`config.mk`:
```
export PLATFORM = sky130hd
export DESIGN_NAME = cmd_frame_parser_flat
export DESIGN_NICKNAME = d
export VERILOG_FILES = /design/src/rtl/cmd_frame_if.sv /design/src/rtl/cmd_frame_parser.sv /design/src/flat_wrapper.sv
export SDC_FILE = /design/constraint.sdc
export NUM_CORES = 2
export LEC_CHECK = 0
export CORE_MARGIN = 2
export CORE_UTILIZATION = 60
export DETAILED_ROUTE_END_ITERATION = 12
export PLACE_DENSITY = 0.85
export RECOVER_POWER = 50
export SLEW_MARGIN = 40
export SYNTH_ARGS = -nofsm -noshare
export SYNTH_HDL_FRONTEND = slang
export SYNTH_SLANG_ARGS = --single-unit
```
`constraint.sdc`:
```
create_clock -name clk -period 8 [get_ports clk]
set_input_delay 1.2 -clock clk [delete_from_list [all_inputs] [get_ports clk]]
set_output_delay 1.2 -clock clk [all_outputs]
set_load 0.01 [all_outputs]
```
`src/rtl/cmd_frame_if.sv`:
```
// Bundle between the host byte stream / payload reader and cmd_frame_parser.
// Stream handshake: a byte transfers on every cycle rx_valid is high; there is no ready, the parser never stalls.
interface cmd_frame_if #(
    parameter int PAYLOAD_ADDR_WIDTH = 8
);
    logic [7:0]                    rx_data;
    logic                          rx_valid;
    logic [PAYLOAD_ADDR_WIDTH-1:0] payload_read_addr;
    logic [7:0]                    payload_read_data;
    logic [7:0]                    cmd_out;
    logic [15:0]                   len_out;
    logic                          parse_done;
    logic                          parse_error;
    logic [1:0]                    error_code;
    logic [2:0]                    state_dbg;

    modport master (
        output rx_data, rx_valid, payload_read_addr,
        input  payload_read_data, cmd_out, len_out, parse_done, parse_error,
               error_code, state_dbg
    );

    modport slave (
        input  rx_data, rx_valid, payload_read_addr,
        output payload_read_data, cmd_out, len_out, parse_done, parse_error,
               error_code, state_dbg
    );
endinterface

```
`src/rtl/cmd_frame_parser.sv`:
```
// Frame recogniser: AA 55 CMD LEN_H LEN_L payload CKSUM, payload stored in a RAM
// with a 2-cycle read port; good/bad frames reported with one-cycle pulses.
module cmd_frame_parser #(
    parameter int          PAYLOAD_ADDR_WIDTH = 8,
    parameter logic [15:0] TIMEOUT_CYCLES     = 16'd50000
) (
    input logic        clk,
    input logic        rst_n,
    cmd_frame_if.slave bus
);
    localparam int          W        = PAYLOAD_ADDR_WIDTH;
    localparam logic [16:0] CAPACITY = 17'd1 << W;

    typedef enum logic [2:0] {
        HDR0  = 3'd0,
        HDR1  = 3'd1,
        CMD   = 3'd2,
        LEN_H = 3'd3,
        LEN_L = 3'd4,
        DATA  = 3'd5,
        CKSUM = 3'd6
    } state_t;

    state_t        state;
    logic [7:0]    temp_cmd;
    logic [15:0]   temp_len;
    logic [7:0]    acc;
    logic [W-1:0]  index;
    logic [15:0]   tcnt;
    logic [7:0]    rd_q;
    logic [7:0]    mem [2**W];

    logic [15:0]   len_full;
    logic          last_byte;

    assign len_full      = {temp_len[15:8], bus.rx_data};
    assign last_byte     = (16'(index) == (temp_len - 16'd1));
    assign bus.state_dbg = state;

    // Payload RAM is deliberately not reset.
    always_ff @(posedge clk) begin
        if (state == DATA && bus.rx_valid) begin
            mem[index] <= bus.rx_data;
        end
    end

    always_ff @(posedge clk or negedge rst_n) begin
        if (!rst_n) begin
            state                 <= HDR0;
            temp_cmd              <= 8'd0;
            temp_len              <= 16'd0;
            acc                   <= 8'd0;
            index                 <= '0;
            tcnt                  <= 16'd0;
            rd_q                  <= 8'd0;
            bus.payload_read_data <= 8'd0;
            bus.cmd_out           <= 8'd0;
            bus.len_out           <= 16'd0;
            bus.parse_done        <= 1'b0;
            bus.parse_error       <= 1'b0;
            bus.error_code        <= 2'b00;
        end else begin
            bus.parse_done        <= 1'b0;
            bus.parse_error       <= 1'b0;
            // Old data on a same-edge write falls out of non-blocking semantics.
            rd_q                  <= mem[bus.payload_read_addr];
            bus.payload_read_data <= rd_q;

            if (state != HDR0 && !bus.rx_valid) begin
                if (tcnt == TIMEOUT_CYCLES - 16'd1) begin
                    tcnt            <= 16'd0;
                    state           <= HDR0;
                    bus.parse_error <= 1'b1;
                    bus.error_code  <= 2'b11;
                end else begin
                    tcnt <= tcnt + 16'd1;
                end
            end else begin
                tcnt <= 16'd0;
            end

            if (bus.rx_valid) begin
                case (state)
                    HDR0: begin
                        if (bus.rx_data == 8'hAA) state <= HDR1;
                    end
                    HDR1: begin
                        if (bus.rx_data == 8'h55)      state <= CMD;
                        else if (bus.rx_data != 8'hAA) state <= HDR0;
                    end
                    CMD: begin
                        temp_cmd <= bus.rx_data;
                        acc      <= bus.rx_data;
                        state    <= LEN_H;
                    end
                    LEN_H: begin
                        temp_len[15:8] <= bus.rx_data;
                        acc            <= acc + bus.rx_data;
                        state          <= LEN_L;
                    end
                    LEN_L: begin
                        temp_len[7:0] <= bus.rx_data;
                        acc           <= acc + bus.rx_data;
                        index         <= '0;
                        if (len_full == 16'd0) begin
                            state <= CKSUM;
                        end else if ({1'b0, len_full} > CAPACITY) begin
                            state           <= HDR0;
                            bus.parse_error <= 1'b1;
                            bus.error_code  <= 2'b10;
                        end else begin
                            state <= DATA;
                        end
                    end
                    DATA: begin
                        acc   <= acc + bus.rx_data;
                        index <= index + 1'b1;
                        if (last_byte) state <= CKSUM;
                    end
                    CKSUM: begin
                        state <= HDR0;
                        if (bus.rx_data == acc) begin
                            bus.parse_done <= 1'b1;
                            bus.cmd_out    <= temp_cmd;
                            bus.len_out    <= temp_len;
                        end else begin
                            bus.parse_error <= 1'b1;
                            bus.error_code  <= 2'b01;
                        end
                    end
                    default: state <= HDR0;
                endcase
            end
        end
    end
endmodule

```
`src/flat_wrapper.sv`:
```
// flat-port wrapper written by rule: the top's interface ports become plain ports
module cmd_frame_parser_flat 
#(
    parameter int          PAYLOAD_ADDR_WIDTH = 8,
    parameter logic [15:0] TIMEOUT_CYCLES     = 16'd50000
)
  (clk, rst_n, bus_rx_data, bus_rx_valid, bus_payload_read_addr, bus_payload_read_data, bus_cmd_out, bus_len_out, bus_parse_done, bus_parse_error, bus_error_code, bus_state_dbg);
  cmd_frame_if #(.PAYLOAD_ADDR_WIDTH(PAYLOAD_ADDR_WIDTH)) bus_i ();
  input logic clk;
  input logic rst_n;
  input wire logic [$bits(bus_i.rx_data)-1:0] bus_rx_data;
  input wire logic [$bits(bus_i.rx_valid)-1:0] bus_rx_valid;
  input wire logic [$bits(bus_i.payload_read_addr)-1:0] bus_payload_read_addr;
  output wire logic [$bits(bus_i.payload_read_data)-1:0] bus_payload_read_data;
  output wire logic [$bits(bus_i.cmd_out)-1:0] bus_cmd_out;
  output wire logic [$bits(bus_i.len_out)-1:0] bus_len_out;
  output wire logic [$bits(bus_i.parse_done)-1:0] bus_parse_done;
  output wire logic [$bits(bus_i.parse_error)-1:0] bus_parse_error;
  output wire logic [$bits(bus_i.error_code)-1:0] bus_error_code;
  output wire logic [$bits(bus_i.state_dbg)-1:0] bus_state_dbg;
  assign bus_i.rx_data = bus_rx_data;
  assign bus_i.rx_valid = bus_rx_valid;
  assign bus_i.payload_read_addr = bus_payload_read_addr;
  assign bus_payload_read_data = bus_i.payload_read_data;
  assign bus_cmd_out = bus_i.cmd_out;
  assign bus_len_out = bus_i.len_out;
  assign bus_parse_done = bus_i.parse_done;
  assign bus_parse_error = bus_i.parse_error;
  assign bus_error_code = bus_i.error_code;
  assign bus_state_dbg = bus_i.state_dbg;
  cmd_frame_parser #(.PAYLOAD_ADDR_WIDTH(PAYLOAD_ADDR_WIDTH), .TIMEOUT_CYCLES(TIMEOUT_CYCLES)) u_core (.clk(clk), .rst_n(rst_n), .bus(bus_i));
endmodule
```
==> impl_metrics.csv <==
group,metric,value,unit
detailed_routing,viasPerCell,7.388,
floorplanning,die_area,0.1419,mm^2
detailed_routing,top_layer,"met5",
sta,final-setup-viol-count,0,
critical_path,worst-path-buf-inv,2,
yosys,synth_cells,4104,
sta,hold_viol,0,
grt,grt_overflow_total,0,
critical_path,crit_chain,"clkbuf_1 -> clkbuf_1",
clocking,cts_buffers,197,
yosys,synth_nets,4137,
sta,worst_slew_pin_slew,4.100,ns
sta,setup_ws,2.255,ns
yosys,synth-edff-count,2048,
detailed_routing,wl,223.9,mm
detailed_routing,num_vias,45416,
power,netSwitchingPower,5.392,mW
yosys,yosysTopAreaCellShare,73.79,%
critical_path,slowest_delay,2.60,ns
status,outcome,"complete, but fails checks",
placed_design,place.gp.congestion,0.9157,
critical_path,cp_top_family,"buffers and inverters",
floorplanning,initial_core_util,60.54,%
power,p_leak,28.83,nW
grt,grt_pass1_wl,321.2,mm
clocking,clk_pin_slew,0.07,ns
placed_design,dpl.hpwl,125.0,mm
clocking,cts_tree,"done",
floorplanning,num_io_pins,58,
yosys,ys_seq_elements,2151,
clocking,numClockSinks,2151,
critical_path,path_class,"in -> reg",
clocking,ctsHoldBuffers,0,
yosys,ys.warnings.count,0,
critical_path,crit_slowest_cell,"clkbuf_1",
sta,slew_headroom,-173.4,%
critical_path,cp-start-kind,"primary input",
sta,min_period,5.745,ns
finish,syn2layout_area_growth,10.57,%
critical_path,critPathRequiredTime,8.22,ns
power,p_sw_share,22.99,%
yosys,netlist-cell-type-count,63,
grt,track_usage,31.81,%
critical_path,endpoint_kind,"flop",
floorplanning,die_x,376.7,um
sta,drv_slew,659,
floorplanning,core,0.1377,mm^2
detailed_routing,dr.pass1.iters,6,
sta,fin_skew,0.04509,ns
critical_path,cp_common_cell,"clkbuf_1",
hold_path,hold_depth,0,
yosys,ys_dominant_reg_cell,"edfxtp_1",
yosys,synth-seq-area-share,76.88,%
grt,grt_pass1_vias,44568,
detailed_routing,drc_errors,0,
power,fin_total_pwr,23.46,mW
detailed_routing,final_antenna_net_count,0,
detailed_routing,met2_length,106.0,mm
floorplanning,rows,136,
clocking,insertion_delay,0.86,ns
yosys,synth_area_per_cell,20.31,um^2
power,pwr-share-comb,7.0,%
yosys,ys_top_cells_by_area,"edfxtp_1, mux4_2, dfrtp_1",
grt,grt_start_max_net_pins,166,
sta,setup_tns,0,ns
detailed_routing,wl_met1,72.36,mm
clocking,cts.htree.levels,4,
hold_path,hp-class,"reg -> reg",
power,seqPwrFrac,53.7,%
finish,nNetsFinal,4222,
sta,rsz0062_at_grt,"false",
critical_path,critPathMaxFanout,69,
critical_path,r2r_cells,7,
placed_design,place_ws,3.102,ns
sta,fin_crit_sh,71.81,%
finish,final_util,66.95,%
detailed_routing,drt_iter0_markers,7809,
grt,antenna_found_initial,7,
yosys,async_flop_share,4.788,%
sta,fmax,0.1741,GHz
power,power.share.clock,39.2,%
finish,drive_gt1_share,21.44,%
clocking,postCtsSetupRepairBufs,0,
detailed_routing,dr_wl_met3,31.50,mm
clocking,clockRootBuffer,"clkbuf_16",
status,violations,"capacitance limit, slew limit",
sta,worst_hold_slack,0.3687,ns
clocking,cts_resized,0,
floorplanning,die_y,376.7,um
yosys,netlist_area,0.08335,mm^2
critical_path,cp.depth,2,
job,cap_violations,12,
placed_design,portBuffers,57,
yosys,synth_top_area_cell,"edfxtp_1",
power,vdd.ir_drop.worst,0.2428,mV
detailed_routing,wl_per_cell,36.43,um
power,power_density,254.5,mW/mm^2
power,p_int,18.06,mW
critical_path,cp.arrival,5.97,ns
clocking,clockBufferDepth,3,
[metal layers]
metal / vias to the layer above / GRT usage (%)
li1: 17063 / -
met1: 22914 / 41.57
met2: 4511 / 49.62
met3: 914 / 9.057
met4: 14 / 15.95
met5: - / 0
[synth_stat cells (17+ instances only)]
cell,instances
nand2_1,140
dfrtp_1,103
buf_4,20
mux2i_1,100
nand3_1,44
o22ai_1,85
mux4_2,476
a221oi_1,25
a22oi_1,57
clkbuf_1,146
inv_1,17
mux2_2,26
buf_2,65
a21oi_1,53
a22o_1,40
nor3_1,40
a211oi_1,36
nor4_1,18
a31oi_1,23
nor2_1,318
o21ai_0,29
edfxtp_1,2048
[state kept, by name (all words and copies together) (netlist names)]
signal and cells:
u_core.temp_len 16, u_core.mem 2048, u_core.rd_q 8, u_core.temp_cmd 8, u_core.bus.cmd_out 8, u_core.index 8, u_core.bus.state_dbg 3, u_core.tcnt 16
u_core.acc 8, u_core.bus.parse_error 1, u_core.bus.payload_read_data 8, u_core.bus.error_code 2, u_core.bus.parse_done 1, u_core.bus.len_out 16
[logic make-up after synthesis]
logic type	count (synthesis)	synth area share (%)
buffers and inverters	264	1.396
AO/OA/AOI/OAI	411	3.475
XOR/XNOR	29	0.3047
flip-flops	2151	76.88
multiplexers	602	14.41
adder cells (fa/ha/maj)	14	0.2192
AND/OR/NAND/NOR	633	3.310
[path summary, 6_finish.rpt]
check,slack [ns],from,to
worst max-delay path,2.26,bus_rx_data[3],u_core.mem[138][3]
worst min-delay path,0.37,u_core.rd_q[6],u_core.bus.payload_read_data[6]
worst max register to register,3.68,u_core.bus.state_dbg[1],u_core.mem[115][2]
worst min register to register,0.37,u_core.rd_q[6],u_core.bus.payload_read_data[6]
max in group asynchronous,5.17,rst_n,u_core.index[6]
min in group asynchronous,1.17,rst_n,u_core.bus.cmd_out[3]
[final cells by class]
class | instances | area, um^2
flip-flops and latches | 2151 | 64080
fillers | 7728 | 45500
multi-input cells | 1689 | 18340
clock buffers | 280 | 5438
well taps | 1794 | 2245
repair buffers | 133 | 1280
clock inverters | 82 | 714.4
inverters | 17 | 63.81
diodes | 1 | 2.502
[placed cells by master (no fill, tap or decap), types with 8 or more instances in the layout]
master / Yosys / routed
nor3_1: 40 / 40
mux2_2: 26 / 26
clkbuf_8: 0 / 9
nor2_1: 318 / 255
bufinv_16: 0 / 9
o22a_1: 8 / 8
o21ai_0: 29 / 30
clkinv_1: 0 / 30
xnor2_1: 16 / 16
clkdlybuf4s50_1: 0 / 43
nor2_2: 0 / 62
inv_1: 17 / 17
a22o_1: 40 / 40
nand2b_1: 9 / 9
nor4_1: 18 / 18
nand2_1: 140 / 135
and3_1: 10 / 10
a21oi_1: 53 / 53
buf_12: 0 / 10
edfxtp_1: 2048 / 2048
ha_1: 13 / 13
a221oi_1: 25 / 25
a31oi_1: 23 / 23
clkbuf_1: 146 / 82
nand3_1: 44 / 40
buf_6: 2 / 12
xor2_1: 13 / 13
clkbuf_16: 0 / 202
mux2i_1: 100 / 100
o221ai_1: 16 / 16
clkinv_2: 0 / 26
a22oi_1: 57 / 57
o211ai_1: 14 / 14
buf_4: 20 / 48
nor2b_1: 15 / 9
a211oi_1: 36 / 36
dfrtp_1: 103 / 102
o22ai_1: 85 / 85
mux4_2: 476 / 476
[power groups by stage]
stage / combinational (mW) / sequential [mW] / clock [mW]
global placement: 1.49 / 12.8 / 0
floorplan: 0.966 / 12.8 / 0
finish: 1.64 / 12.6 / 9.21
CTS: 1.59 / 12.6 / 9.19
detailed placement: 1.55 / 12.8 / 0
global route: 1.72 / 12.6 / 9.54
[stage by stage]
step	area, um^2	instances
finish	92160	6147
detailed placement	85900	5784
floorplan	83350	4104
global placement	85800	5781
global route	92160	6146
CTS	92050	6146
Power figures use the tool's default switching activity.
